File: config.mk
export PLATFORM = sky130hd
export DESIGN_NAME = dram_cmd_scheduler
export DESIGN_NICKNAME = d
export VERILOG_FILES = /design/src/rtl/dram_cmd_scheduler.sv
export SDC_FILE = /design/constraint.sdc
export NUM_CORES = 1
export LEC_CHECK = 0
export CAP_MARGIN = 20
export CORE_ASPECT_RATIO = 0.75
export CORE_UTILIZATION = 50
export DETAILED_ROUTE_END_ITERATION = 10
export PLACE_DENSITY_LB_ADDON = 0.05
export SYNTH_ARGS = -nofsm -noshare
export SYNTH_HDL_FRONTEND = slang
export SYNTH_SLANG_ARGS = --single-unit
export TNS_END_PERCENT = 30
File: constraint.sdc
create_clock -name clk -period 6.9 [get_ports clk]
set_input_delay 2.07 -clock clk [delete_from_list [all_inputs] [get_ports clk]]
set_output_delay 2.07 -clock clk [all_outputs]
set_load 0.05 [all_outputs]
File: src/rtl/dram_cmd_scheduler.sv
// Inter-bank DRAM command arbiter: REF > RD/WR > PRE > ACT with round-robin per class and tRRD/tCCD/tWTR/tRTW spacing.
// Define SCHED_TFAW_EN to add the four-activate window (tFAW); otherwise t_faw is accepted but ignored.
module dram_cmd_scheduler #(
  parameter int NUM_BANKS = 4,
  parameter int BA_WIDTH  = 2
) (
  input  logic                 clk,
  input  logic                 rst,
  input  logic [NUM_BANKS-1:0] act_req,
  input  logic [NUM_BANKS-1:0] rd_req,
  input  logic [NUM_BANKS-1:0] wr_req,
  input  logic [NUM_BANKS-1:0] pre_req,
  input  logic [NUM_BANKS-1:0] ref_req,
  output logic [NUM_BANKS-1:0] act_gnt,
  output logic [NUM_BANKS-1:0] rd_gnt,
  output logic [NUM_BANKS-1:0] wr_gnt,
  output logic [NUM_BANKS-1:0] pre_gnt,
  output logic [NUM_BANKS-1:0] ref_gnt,
  input  logic [3:0]           t_rrd,
  input  logic [3:0]           t_ccd,
  input  logic [3:0]           t_wtr,
  input  logic [3:0]           t_rtw,
  input  logic [5:0]           t_faw,
  output logic                 cmd_valid,
  output logic [2:0]           cmd_type,
  output logic [BA_WIDTH-1:0]  cmd_bank
);

  typedef enum logic [2:0] {
    CMD_NOP = 3'd0,
    CMD_ACT = 3'd1,
    CMD_RD  = 3'd2,
    CMD_WR  = 3'd3,
    CMD_PRE = 3'd4,
    CMD_REF = 3'd5
  } cmd_t;

  logic [BA_WIDTH-1:0] ref_ptr_reg, col_ptr_reg, pre_ptr_reg, act_ptr_reg;
  logic [3:0]          rrd_cnt_reg, ccd_cnt_reg, wtr_cnt_reg, rtw_cnt_reg;
  logic [BA_WIDTH:0]   ref_pick, col_pick, pre_pick, act_pick;
  logic [NUM_BANKS-1:0] col_elig, act_elig;
  logic                rd_ok, wr_ok, act_ok, faw_block;
  cmd_t                gnt_type;
  logic [BA_WIDTH-1:0] gnt_bank;

  // Returns {found, bank}: first requesting bank at or after ptr, wrapping at NUM_BANKS.
  function automatic logic [BA_WIDTH:0] rr_pick(input logic [NUM_BANKS-1:0] req,
                                                input logic [BA_WIDTH-1:0]  ptr);
    logic                found;
    logic [BA_WIDTH-1:0] idx;
    logic [BA_WIDTH-1:0] cand;
    int                  b;
    found = 1'b0;
    idx   = '0;
    for (int k = 0; k < NUM_BANKS; k++) begin
      b    = (int'(ptr) + k) % NUM_BANKS;
      cand = BA_WIDTH'(b);
      if (!found && req[cand]) begin
        found = 1'b1;
        idx   = cand;
      end
    end
    return {found, idx};
  endfunction

  function automatic logic [BA_WIDTH-1:0] ptr_after(input logic [BA_WIDTH-1:0] b);
    return (b == BA_WIDTH'(NUM_BANKS - 1)) ? '0 : b + 1'b1;
  endfunction

  function automatic logic [3:0] load4(input logic [3:0] t);
    return (t == 4'd0) ? 4'd0 : t - 4'd1;
  endfunction

  function automatic logic [3:0] dec4(input logic [3:0] c);
    return (c == 4'd0) ? 4'd0 : c - 4'd1;
  endfunction

`ifdef SCHED_TFAW_EN
  // Each slot holds the remaining window of one recent ACT; all four busy means the window is full.
  logic [3:0] faw_idle;
  logic [1:0] faw_slot;

  always_comb begin
    faw_slot = 2'd0;
    for (int k = 3; k >= 0; k--) begin
      if (faw_idle[k]) faw_slot = 2'(k);
    end
  end

  assign faw_block = (faw_idle == 4'b0000);

  genvar gi;
  for (gi = 0; gi < 4; gi++) begin : g_faw
    logic [5:0] age_reg;
    always_ff @(posedge clk) begin
      if (rst) begin
        age_reg <= '0;
      end else if (gnt_type == CMD_ACT && faw_slot == 2'(gi)) begin
        age_reg <= (t_faw == 6'd0) ? 6'd0 : t_faw - 6'd1;
      end else if (age_reg != 6'd0) begin
        age_reg <= age_reg - 6'd1;
      end
    end
    assign faw_idle[gi] = (age_reg == 6'd0);
  end
`else
  logic unused_tfaw;
  assign faw_block   = 1'b0;
  assign unused_tfaw = ^t_faw;
`endif

  assign rd_ok    = (ccd_cnt_reg == 4'd0) && (wtr_cnt_reg == 4'd0);
  assign wr_ok    = (ccd_cnt_reg == 4'd0) && (rtw_cnt_reg == 4'd0);
  assign act_ok   = (rrd_cnt_reg == 4'd0) && !faw_block;
  assign col_elig = (rd_req & {NUM_BANKS{rd_ok}}) | (wr_req & {NUM_BANKS{wr_ok}});
  assign act_elig = act_req & {NUM_BANKS{act_ok}};

  always_comb begin
    ref_pick = rr_pick(ref_req, ref_ptr_reg);
    col_pick = rr_pick(col_elig, col_ptr_reg);
    pre_pick = rr_pick(pre_req, pre_ptr_reg);
    act_pick = rr_pick(act_elig, act_ptr_reg);
    gnt_type = CMD_NOP;
    gnt_bank = '0;
    act_gnt  = '0;
    rd_gnt   = '0;
    wr_gnt   = '0;
    pre_gnt  = '0;
    ref_gnt  = '0;
    if (!rst) begin
      if (ref_pick[BA_WIDTH]) begin
        gnt_type = CMD_REF;
        gnt_bank = ref_pick[BA_WIDTH-1:0];
      end else if (col_pick[BA_WIDTH]) begin
        gnt_bank = col_pick[BA_WIDTH-1:0];
        // A bank asking for both directions gets the read when reads are allowed.
        gnt_type = (rd_req[gnt_bank] && rd_ok) ? CMD_RD : CMD_WR;
      end else if (pre_pick[BA_WIDTH]) begin
        gnt_type = CMD_PRE;
        gnt_bank = pre_pick[BA_WIDTH-1:0];
      end else if (act_pick[BA_WIDTH]) begin
        gnt_type = CMD_ACT;
        gnt_bank = act_pick[BA_WIDTH-1:0];
      end
    end
    case (gnt_type)
      CMD_ACT: act_gnt[gnt_bank] = 1'b1;
      CMD_RD:  rd_gnt[gnt_bank]  = 1'b1;
      CMD_WR:  wr_gnt[gnt_bank]  = 1'b1;
      CMD_PRE: pre_gnt[gnt_bank] = 1'b1;
      CMD_REF: ref_gnt[gnt_bank] = 1'b1;
      default: ;
    endcase
  end

  always_ff @(posedge clk) begin
    if (rst) begin
      ref_ptr_reg <= '0;
      col_ptr_reg <= '0;
      pre_ptr_reg <= '0;
      act_ptr_reg <= '0;
      rrd_cnt_reg <= '0;
      ccd_cnt_reg <= '0;
      wtr_cnt_reg <= '0;
      rtw_cnt_reg <= '0;
      cmd_valid   <= 1'b0;
      cmd_type    <= 3'd0;
      cmd_bank    <= '0;
    end else begin
      rrd_cnt_reg <= dec4(rrd_cnt_reg);
      ccd_cnt_reg <= dec4(ccd_cnt_reg);
      wtr_cnt_reg <= dec4(wtr_cnt_reg);
      rtw_cnt_reg <= dec4(rtw_cnt_reg);
      case (gnt_type)
        CMD_ACT: begin
          act_ptr_reg <= ptr_after(gnt_bank);
          rrd_cnt_reg <= load4(t_rrd);
        end
        CMD_RD: begin
          col_ptr_reg <= ptr_after(gnt_bank);
          ccd_cnt_reg <= load4(t_ccd);
          rtw_cnt_reg <= load4(t_rtw);
        end
        CMD_WR: begin
          col_ptr_reg <= ptr_after(gnt_bank);
          ccd_cnt_reg <= load4(t_ccd);
          wtr_cnt_reg <= load4(t_wtr);
        end
        CMD_PRE: pre_ptr_reg <= ptr_after(gnt_bank);
        CMD_REF: ref_ptr_reg <= ptr_after(gnt_bank);
        default: ;
      endcase
      cmd_valid <= (gnt_type != CMD_NOP);
      cmd_type  <= gnt_type;
      if (gnt_type != CMD_NOP) cmd_bank <= gnt_bank;
    end
  end

endmodule

After elaboration in Yosys (flattened, before gate mapping):

Cells that the tools add are included.
Widths: inputs -> output; s select.

* memory bits (read-only): 0
* memory bits (writable): 0
* output and inout bits: 26
* flip-flop bits (word level): 30
* bits in latches: 0
* memories kept: 0
* word-level logic and storage cells: 196
* input bits: 44

* order comparisons: 19
* div/mod/pow operators: 0
* reduce and logical (&&, ||, !) cells: 38
* shift operators: 0
* bitwise logic cells: 4
* add/sub/neg operators: 21
* muxes and demuxes: 97
* eq/ne operators: 6
* multiply operators: 0

Operator list (number)
* $mux 4: 17
* $lt 2x3->1 const B: 18
* $mux 2: 22
* $mux 1: 36
* $bmux 1 s2: 17
* $logic_not 4->1: 8
* $sub 4x1->4 const B: 8
* $add 2x2->2 const B: 8
* $logic_and 1x1->1: 16
* $and 4x4->4: 3
* $logic_not 1->1: 12
* $mux 3: 4
* $add 2x1->2 const B: 5
* $eq 3x2->1 const B: 2
* $eq 3x3->1 const B: 2
* $or 4x4->4: 1
* $eq 3x1->1 const B: 1
* $reduce_bool 3->1: 1
* $demux 1 s2: 1
* $eq 2x2->1 const B: 1
* $ge 2x1->1 const B: 1
* $reduce_or 2->1: 1

Depth between registers and ports, before layout:

Gate-level depths: netlist (run 1).

* depth after elaboration: 26
* mapped depth: 11
* depth with buffers taken out: 11

Worst setup path after synthesis (run 1):

Ideal clock, no wire load.

* path kind: input to output
* from: input port wr_req[1]
* to: output port act_gnt[3]
* path buffers: 1
* arrival time: 4.243 ns
* setup slack: 0.587 ns
* cell stages on the path: 9
* required time: 4.830 ns
* cells stage by stage: a22oi_1 > nor2_2 > nor3_1 > clkbuf_1 > a311oi_1 > or4_1 > inv_1 > ha_1 > and3_1

* elaborated cells between the ends (all ways): 41
* those cells by class: order compare: 2; eq/ne: 1; mux: 28; bitwise: 2; reduce/logical: 8

RTL lines
* start, declared: line 11 `input logic [NUM_BANKS-1:0] wr_req,`
* $and 4x4->4 (*): line 115 `assign col_elig = (rd_req & {NUM_BANKS{rd_ok}}) | (wr_req & {NUM_BANKS{wr_ok}});`
* $or 4x4->4 (*): line 115
* $bmux 1 s2: line 58 `if (!found && req[cand]) begin`
* $mux 1 (not written as such): line 58
* $mux 1: line 58
* $logic_not 1->1: line 58
* $logic_and 1x1->1: line 58
* $mux 1: line 58
* (+7 left out)
* $mux 2 (*): line 131 `if (ref_pick[BA_WIDTH]) begin`
* $mux 2 (*): line 130 `if (!rst) begin`
* net gnt_bank[1]: line 44 `logic [BA_WIDTH-1:0] gnt_bank;`
* $lt 2x3->1 (not written as such) / $ge 2x1->1 (equally long branches): line 147 `CMD_ACT: act_gnt[gnt_bank] = 1'b1;`
* $logic_and 1x1->1 (not written as such): line 147
* $mux 1 (not written as such): line 147
* $demux 1 s2 (*): line 147
* $mux 4 (*): line 146 `case (gnt_type)`
* end, declared: line 14 `output logic [NUM_BANKS-1:0] act_gnt,`

The timed path passes the listed nets; every way through them passes the cells marked *. The select of a mux whose other input is x is not followed.

Worst setup path in the final report (run 1):

* from: input port act_req[1]
* to: output port wr_gnt[0]

* word-level cells in the longest chain between the ends: 23
* elaborated cells between the ends (all ways): 40
* those cells by class: order compare: 2; eq/ne: 1; mux: 29; bitwise: 1; reduce/logical: 7

Ends and longest elaborated chain
* start, declared: line 9 `input logic [NUM_BANKS-1:0] act_req,`
* $and 4x4->4 (*): line 116 `assign act_elig = act_req & {NUM_BANKS{act_ok}};`
* $bmux 1 s2: line 58
* $mux 1 (not written as such): line 58
* $mux 1: line 58
* $logic_not 1->1: line 58
* $logic_and 1x1->1: line 58
* $mux 1: line 58
* $logic_not 1->1: line 58
* (+8 left out)
* $mux 2 (*): line 131
* $mux 2 (*): line 130
* net gnt_bank[0]: line 44
* $lt 2x3->1 (not written as such) / $ge 2x1->1 (equally long branches): line 149 `CMD_WR: wr_gnt[gnt_bank] = 1'b1;`
* $logic_and 1x1->1 (not written as such): line 149
* $mux 1 (not written as such): line 149
* $demux 1 s2 (*): line 149
* $mux 4 (*): line 146
* end, declared: line 16 `output logic [NUM_BANKS-1:0] wr_gnt,`

Marked as above.

==> results of run 1 <==
-- routing by layer --
metal	share of wire (%)	routed length, um	GRT usage (%)
met1	43	2860	35.6
met2	47	3130	48.2
met3	7.9	525	8.00
met4	2.2	149	12.4
met5	0	0	0
-- layout make-up --
| class | instances | share of cell area [%] |
|---|---|---|
| Clock inverter | 2 | 1.86 |
| Sequential cell | 30 | 18.6 |
| Tap cell | 55 | 2.13 |
| Inverter | 15 | 1.74 |
| Timing Repair Buffer | 73 | 26.1 |
| Multi-Input combinational cell | 242 | 47.1 |
| Clock buffer | 6 | 2.55 |
-- tightest hold or removal path, stage by stage, from the launching register on --
cell and delay, ps:
dfxtp_1 320, nand3_1 70, nand2_1 50
-- how the worst max path moves through the flow --
stage                     startpoint          to  slack (ps)  depth (start not counted)
after floorplan            wr_req[1]  act_gnt[3]         590                          9
after global placement     rd_req[2]  pre_gnt[2]         120                         11
after detailed placement   rd_req[2]  pre_gnt[2]          40                         11
after CTS                  rd_req[2]  pre_gnt[2]          30                         11
after global routing       rd_req[2]   wr_gnt[0]         -20                         10
final                     act_req[1]   wr_gnt[0]          70                         13
-- through the flow --
step / setup slack [ps] / setup TNS, ps / power [W] / area (sq um) / instances
floorplan: 587 / 0 / 0.000268 / 2190 / 293
global placement: 116 / 0 / 0.000327 / 3080 / 415
detailed placement: 39.1 / 0 / 0.000332 / 3080 / 415
CTS: 30.9 / 0 / 0.000561 / 3220 / 423
global route: -19.0 / -42.9 / 0.000586 / 3230 / 423
finish: 65.3 / 0 / 0.000566 / 3230 / 423
-- cell families (layout without fill, tap and decap cells) --
family	after synthesis	in the layout	share of synthesized area (%)
and+or+nand+nor	144	144	35.7
AOI/OAI and AO/OA	88	88	26.4
DFF	30	30	27.5
buffers and inverters	21	96	3.61
muxes	6	6	4.52
adders and majority gates	4	4	2.29
-- repair_timing --
item	in CTS	in global routing
resized for setup	0	4
hold buffers	0	0
setup endpoints to repair	0	14
-- cell usage after synthesis (all sizes together), types with 2 or more instances --
cell	number
a211oi	7
a21oi	19
a221oi	4
a22oi	5
a31oi	4
and2	14
and3	8
clkbuf	6
dfxtp	30
ha	4
inv	15
mux2	2
mux2i	2
mux4	2
nand2	22
nand2b	5
nand3	3
nand3b	3
nand4	2
nor2	47
nor2b	6
nor3	14
nor3b	4
nor4	6
nor4b	2
o211ai	2
o21ai	24
o22a	2
o22ai	3
o311ai	3
o31ai	4
o41ai	3
or2	2
or3	2
or4	2
-- power groups by stage --
stage / clock network [W] / logic, W / registers, W
floorplan: 0 / 0.0000719 / 0.000197
global placement: 0 / 0.000138 / 0.000189
detailed placement: 0 / 0.000142 / 0.000190
CTS: 0.000231 / 0.000144 / 0.000186
global route: 0.000240 / 0.000158 / 0.000187
finish: 0.000231 / 0.000149 / 0.000186
==> flow_summary.ini, run 1 <==
[logic_synthesis]
synth-async-reset-ratio_pct = 0
netlist_area_sq_um = 2190
netlist-cell-type-count = 52
synth_warnings = 0
synth_ff_type = dfxtp_1
synth.area.top_cells = dfxtp_1 27%, nor2_1 7.9%, o21ai_0 5.5%, a21oi_1 4.4%, and2_1 4.0%
yosys.area.top_type_share_pct = 27.5
netlist_instances = 293
synth-seq-area-share_pct = 27.5
synth_seq_cells = 30
yosysTopAreaCell = dfxtp_1
synth_enable_flop_cells = 0
synthesis.nets = 341
syn_area_per_cell_sq_um = 7.46

[cells_and_area]
post-route-util_pct = 78.3
mostFrequentLayoutCell = nor2_1
fillCellCount = 284
mostFrequentLayoutCells = 46 x nor2_1, 43 x clkdlybuf4s50_1, 30 x dfxtp_1
area_delta_synth_final_pct = 47.9
n_antenna_cell = 0
multi_input_area_sq_um = 1520
drive_gt1_share_pct = 15.2
fin_nets = 415
regArea_sq_um = 601

[critical_path]
required_ps = 4830
cpPeakStageDelay_ps = 570
path_buf_inv = 4
worstReg2RegEnd = wtr_cnt_reg[3]$_SDFF_PP0_
crit_arrival_ps = 4760
slowest_stage = clkdlybuf4s50_1
critPathKind = input port to primary output
rrSetupSlack_ps = 3540
crit_path_frequent_cell = buf_4
worst-path-max-fanout = 7
worst_path_dominant_cell_family = buffers and inverters
reg2regPathDepth = 10
crit_chain = clkdlybuf4s50_1 > nor2b_1 > a221oi_1 > a21oi_1 > o21ai_0 > o211ai_1 > nand4_1 > a31oi_1 > buf_4 > inv_1 > ha_1 > and2_1 > buf_4
r2r_start = wtr_cnt_reg[0]$_SDFF_PP0_
cp-start-kind = input port
end_kind = primary output

[placement]
gp_congestion = 0.884
io_buffers = 63
hpwl_um = 4820

[sta]
setup_viol = 0
finalMaxSlewViolations = 0
fmax_mhz = 146
finalHoldViolCount = 0
max-slew-margin-rel_pct = 41.0
post-route-min-period_ps = 6830
fin_skew_ps = 13.5
fin_hold_ws_ps = 478
post-route-period-util_pct = 99.1
tightest_slew_ps = 879

[power_and_ir_drop]
power-per-cell-area_nw_per_um2 = 175
pwr-share-clk_pct = 40.9
ir_drop_uv = 117
combPwrFrac_pct = 26.3
seqPwrFrac_pct = 32.9
power_leakage_nw = 1.31
p_sw_share_pct = 29.6
p_int_w = 0.000398
p_sw_w = 0.000168

[clock_tree]
cts-htree-levels = 2
path_clk_slew_ps = 70
cts_tree = done
cts_setup_buffers = 0
clk_latency_ps = 300
cts.path.max_buffers = 2
cts_made_buffers = 5
cts_root_buf = clkbuf_8
numClockSinks = 30

[outcome]
status = finished clean

[die]
start_util_pct = 52.9
die_w_um = 78.3
die_h_um = 59.3
ios = 70
core_area_sq_um = 4130
die_area_sq_um = 4640
rows = 20

[hold_path]
hold_path_startpoint = cmd_bank[1]$_SDFFE_PP0P_
whs_path_depth = 2
min_to = cmd_bank[1]$_SDFFE_PP0P_
hold_class = flop to flop

[drt]
vias = 2527
wl_um = 6660
wl_per_cell_um = 15.8
first_pass_iters = 5
detail_route.iter0.violations = 248
viasPerCell = 5.97
drc = 0
final_antenna_net_count = 0

[global_routing]
grt_util_all_layers_pct = 29.0
grt_max_degree = 23
antenna_found_initial = 0
grt_pass1_wl_um = 10200
grt.overflow.total = 0
grt_pass1_vias = 2267

[flow_run]
cap_violations = 0
(Power assumes the default switching activity.)
==> run 2, diff against run 1 <==
--- a/config.mk
+++ b/config.mk
@@ -9,6 +9,7 @@
 export CORE_ASPECT_RATIO = 0.75
 export CORE_UTILIZATION = 50
 export DETAILED_ROUTE_END_ITERATION = 10
+export MAX_ROUTING_LAYER = met4
 export PLACE_DENSITY_LB_ADDON = 0.05
 export SYNTH_ARGS = -nofsm -noshare
 export SYNTH_HDL_FRONTEND = slang
==> flow_summary.ini, run 2 (synthesis gave the netlist of run 1 again) <==
[outcome]
status = finished clean

[sta]
fin_setup_tns_ps = 0
finalMaxSlewViolations = 0
tightest_slew_ps = 840
setup_viol = 0
finalHoldViolCount = 0
fmax_mhz = 146
max-slew-margin-rel_pct = 43.6
fin_hold_ws_ps = 474
post-route-period-util_pct = 99.2
post-route-min-period_ps = 6850
fin_skew_ps = 14.8

[power_and_ir_drop]
p_sw_share_pct = 29.6
seqPwrFrac_pct = 32.9
power-per-cell-area_nw_per_um2 = 175
p_sw_w = 0.000168
power_leakage_nw = 1.31
combPwrFrac_pct = 26.2
pwr-share-clk_pct = 40.9
p_int_w = 0.000398
ir_drop_uv = 117

[clock_tree]
cts.path.max_buffers = 2
cts_hold_buf = 0
clk_latency_ps = 310
cts_setup_buffers = 0
numClockSinks = 30
cts_root_buf = clkbuf_8
cts_resized = 0
cts_made_buffers = 5
cts-htree-levels = 2
cts_tree = done
path_clk_slew_ps = 70

[drt]
wl_met1_um = 2790
dr_wl_met2_um = 3070
final_antenna_net_count = 0
vias = 2529
wl_per_cell_um = 15.7
detail_route.iter0.violations = 259
highest_layer = met4
wl_um = 6640
drc = 0
dr_wl_met3_um = 612
viasPerCell = 5.98
first_pass_iters = 8

[critical_path]
reg2regPathDepth = 10
worst-path-max-fanout = 7
required_ps = 4830
cp-start-kind = input port
crit_arrival_ps = 4780
critPathKind = input port to primary output
end_kind = primary output

[die]
core_area_sq_um = 4130
rows = 20
ios = 70
start_util_pct = 52.9
die_w_um = 78.3
die_area_sq_um = 4640
die_h_um = 59.3

[global_routing]
grt_pass1_wl_um = 10200
grt_util_all_layers_pct = 29.9
grt_max_degree = 23
grt_pass1_vias = 2261
antenna_found_initial = 0
grt.overflow.total = 0

[cells_and_area]
n_antenna_cell = 0
post-route-util_pct = 78.3
mostFrequentLayoutCells = 46 x nor2_1, 43 x clkdlybuf4s50_1, 30 x dfxtp_1
fillCellCount = 284
drive_gt1_share_pct = 15.2
fin_nets = 415
mostFrequentLayoutCell = nor2_1
area_delta_synth_final_pct = 47.9

[placement]
io_buffers = 63
gp_congestion = 0.899
hpwl_um = 4820

[hold_path]
whs_path_depth = 2
hold_class = flop to flop

[flow_run]
cap_violations = 0
[run 2: path summary, 6_finish.rpt]
kind / startpoint / end / slack (ps)
min reg2reg: cmd_bank[1]$_SDFFE_PP0P_ / cmd_bank[1]$_SDFFE_PP0P_ / 470
max reg2reg: wtr_cnt_reg[0]$_SDFF_PP0_ / wtr_cnt_reg[3]$_SDFF_PP0_ / 3560
max: act_req[1] / wr_gnt[0] / 50
min: cmd_bank[1]$_SDFFE_PP0P_ / cmd_bank[1]$_SDFFE_PP0P_ / 470
[run 2: layer usage]
metal	up-vias	GRT usage, %
met3	21	8.00
met4	0	12.4
met1	1128	35.6
met2	136	48.4
li1	1244	-
met5	-	-
[run 2: critical path, cell delays in order]
cell	delay, ps
clkdlybuf4s50_1	570
nor2b_1	80
a221oi_1	270
a21oi_1	140
o21ai_0	330
o211ai_1	170
nand4_1	140
a31oi_1	90
buf_4	190
inv_1	80
ha_1	260
and2_1	190
buf_4	200
[run 2: power groups by stage]
stage          sequential [W]  clock [W]  combinational [W]
6_report             0.000186   0.000232           0.000148
5_1_grt              0.000187   0.000241           0.000158
4_1_cts              0.000186   0.000231           0.000144
3_5_place_dp         0.000190          0           0.000142
3_3_place_gp         0.000189          0           0.000138
2_1_floorplan        0.000197          0          0.0000719
[run 2: layout make-up]
class                           count  area (sq um)  area share, %
Multi-Input combinational cell    242          1520           47.1
Timing Repair Buffer               73           843           26.1
Sequential cell                    30           601           18.6
Clock buffer                        6          82.6           2.55
Tap cell                           55          68.8           2.13
Clock inverter                      2          60.1           1.86
Inverter                           15          56.3           1.74
[run 2: per-stage QoR]
stage	total power [W]	area [sq um]	std cells	worst slack (ps)
5_1_grt	0.000586	3230	423	-19.0
3_5_place_dp	0.000332	3080	415	39.1
3_3_place_gp	0.000327	3080	415	116
4_1_cts	0.000561	3220	423	30.9
6_report	0.000566	3230	423	52.2
2_1_floorplan	0.000268	2190	293	587
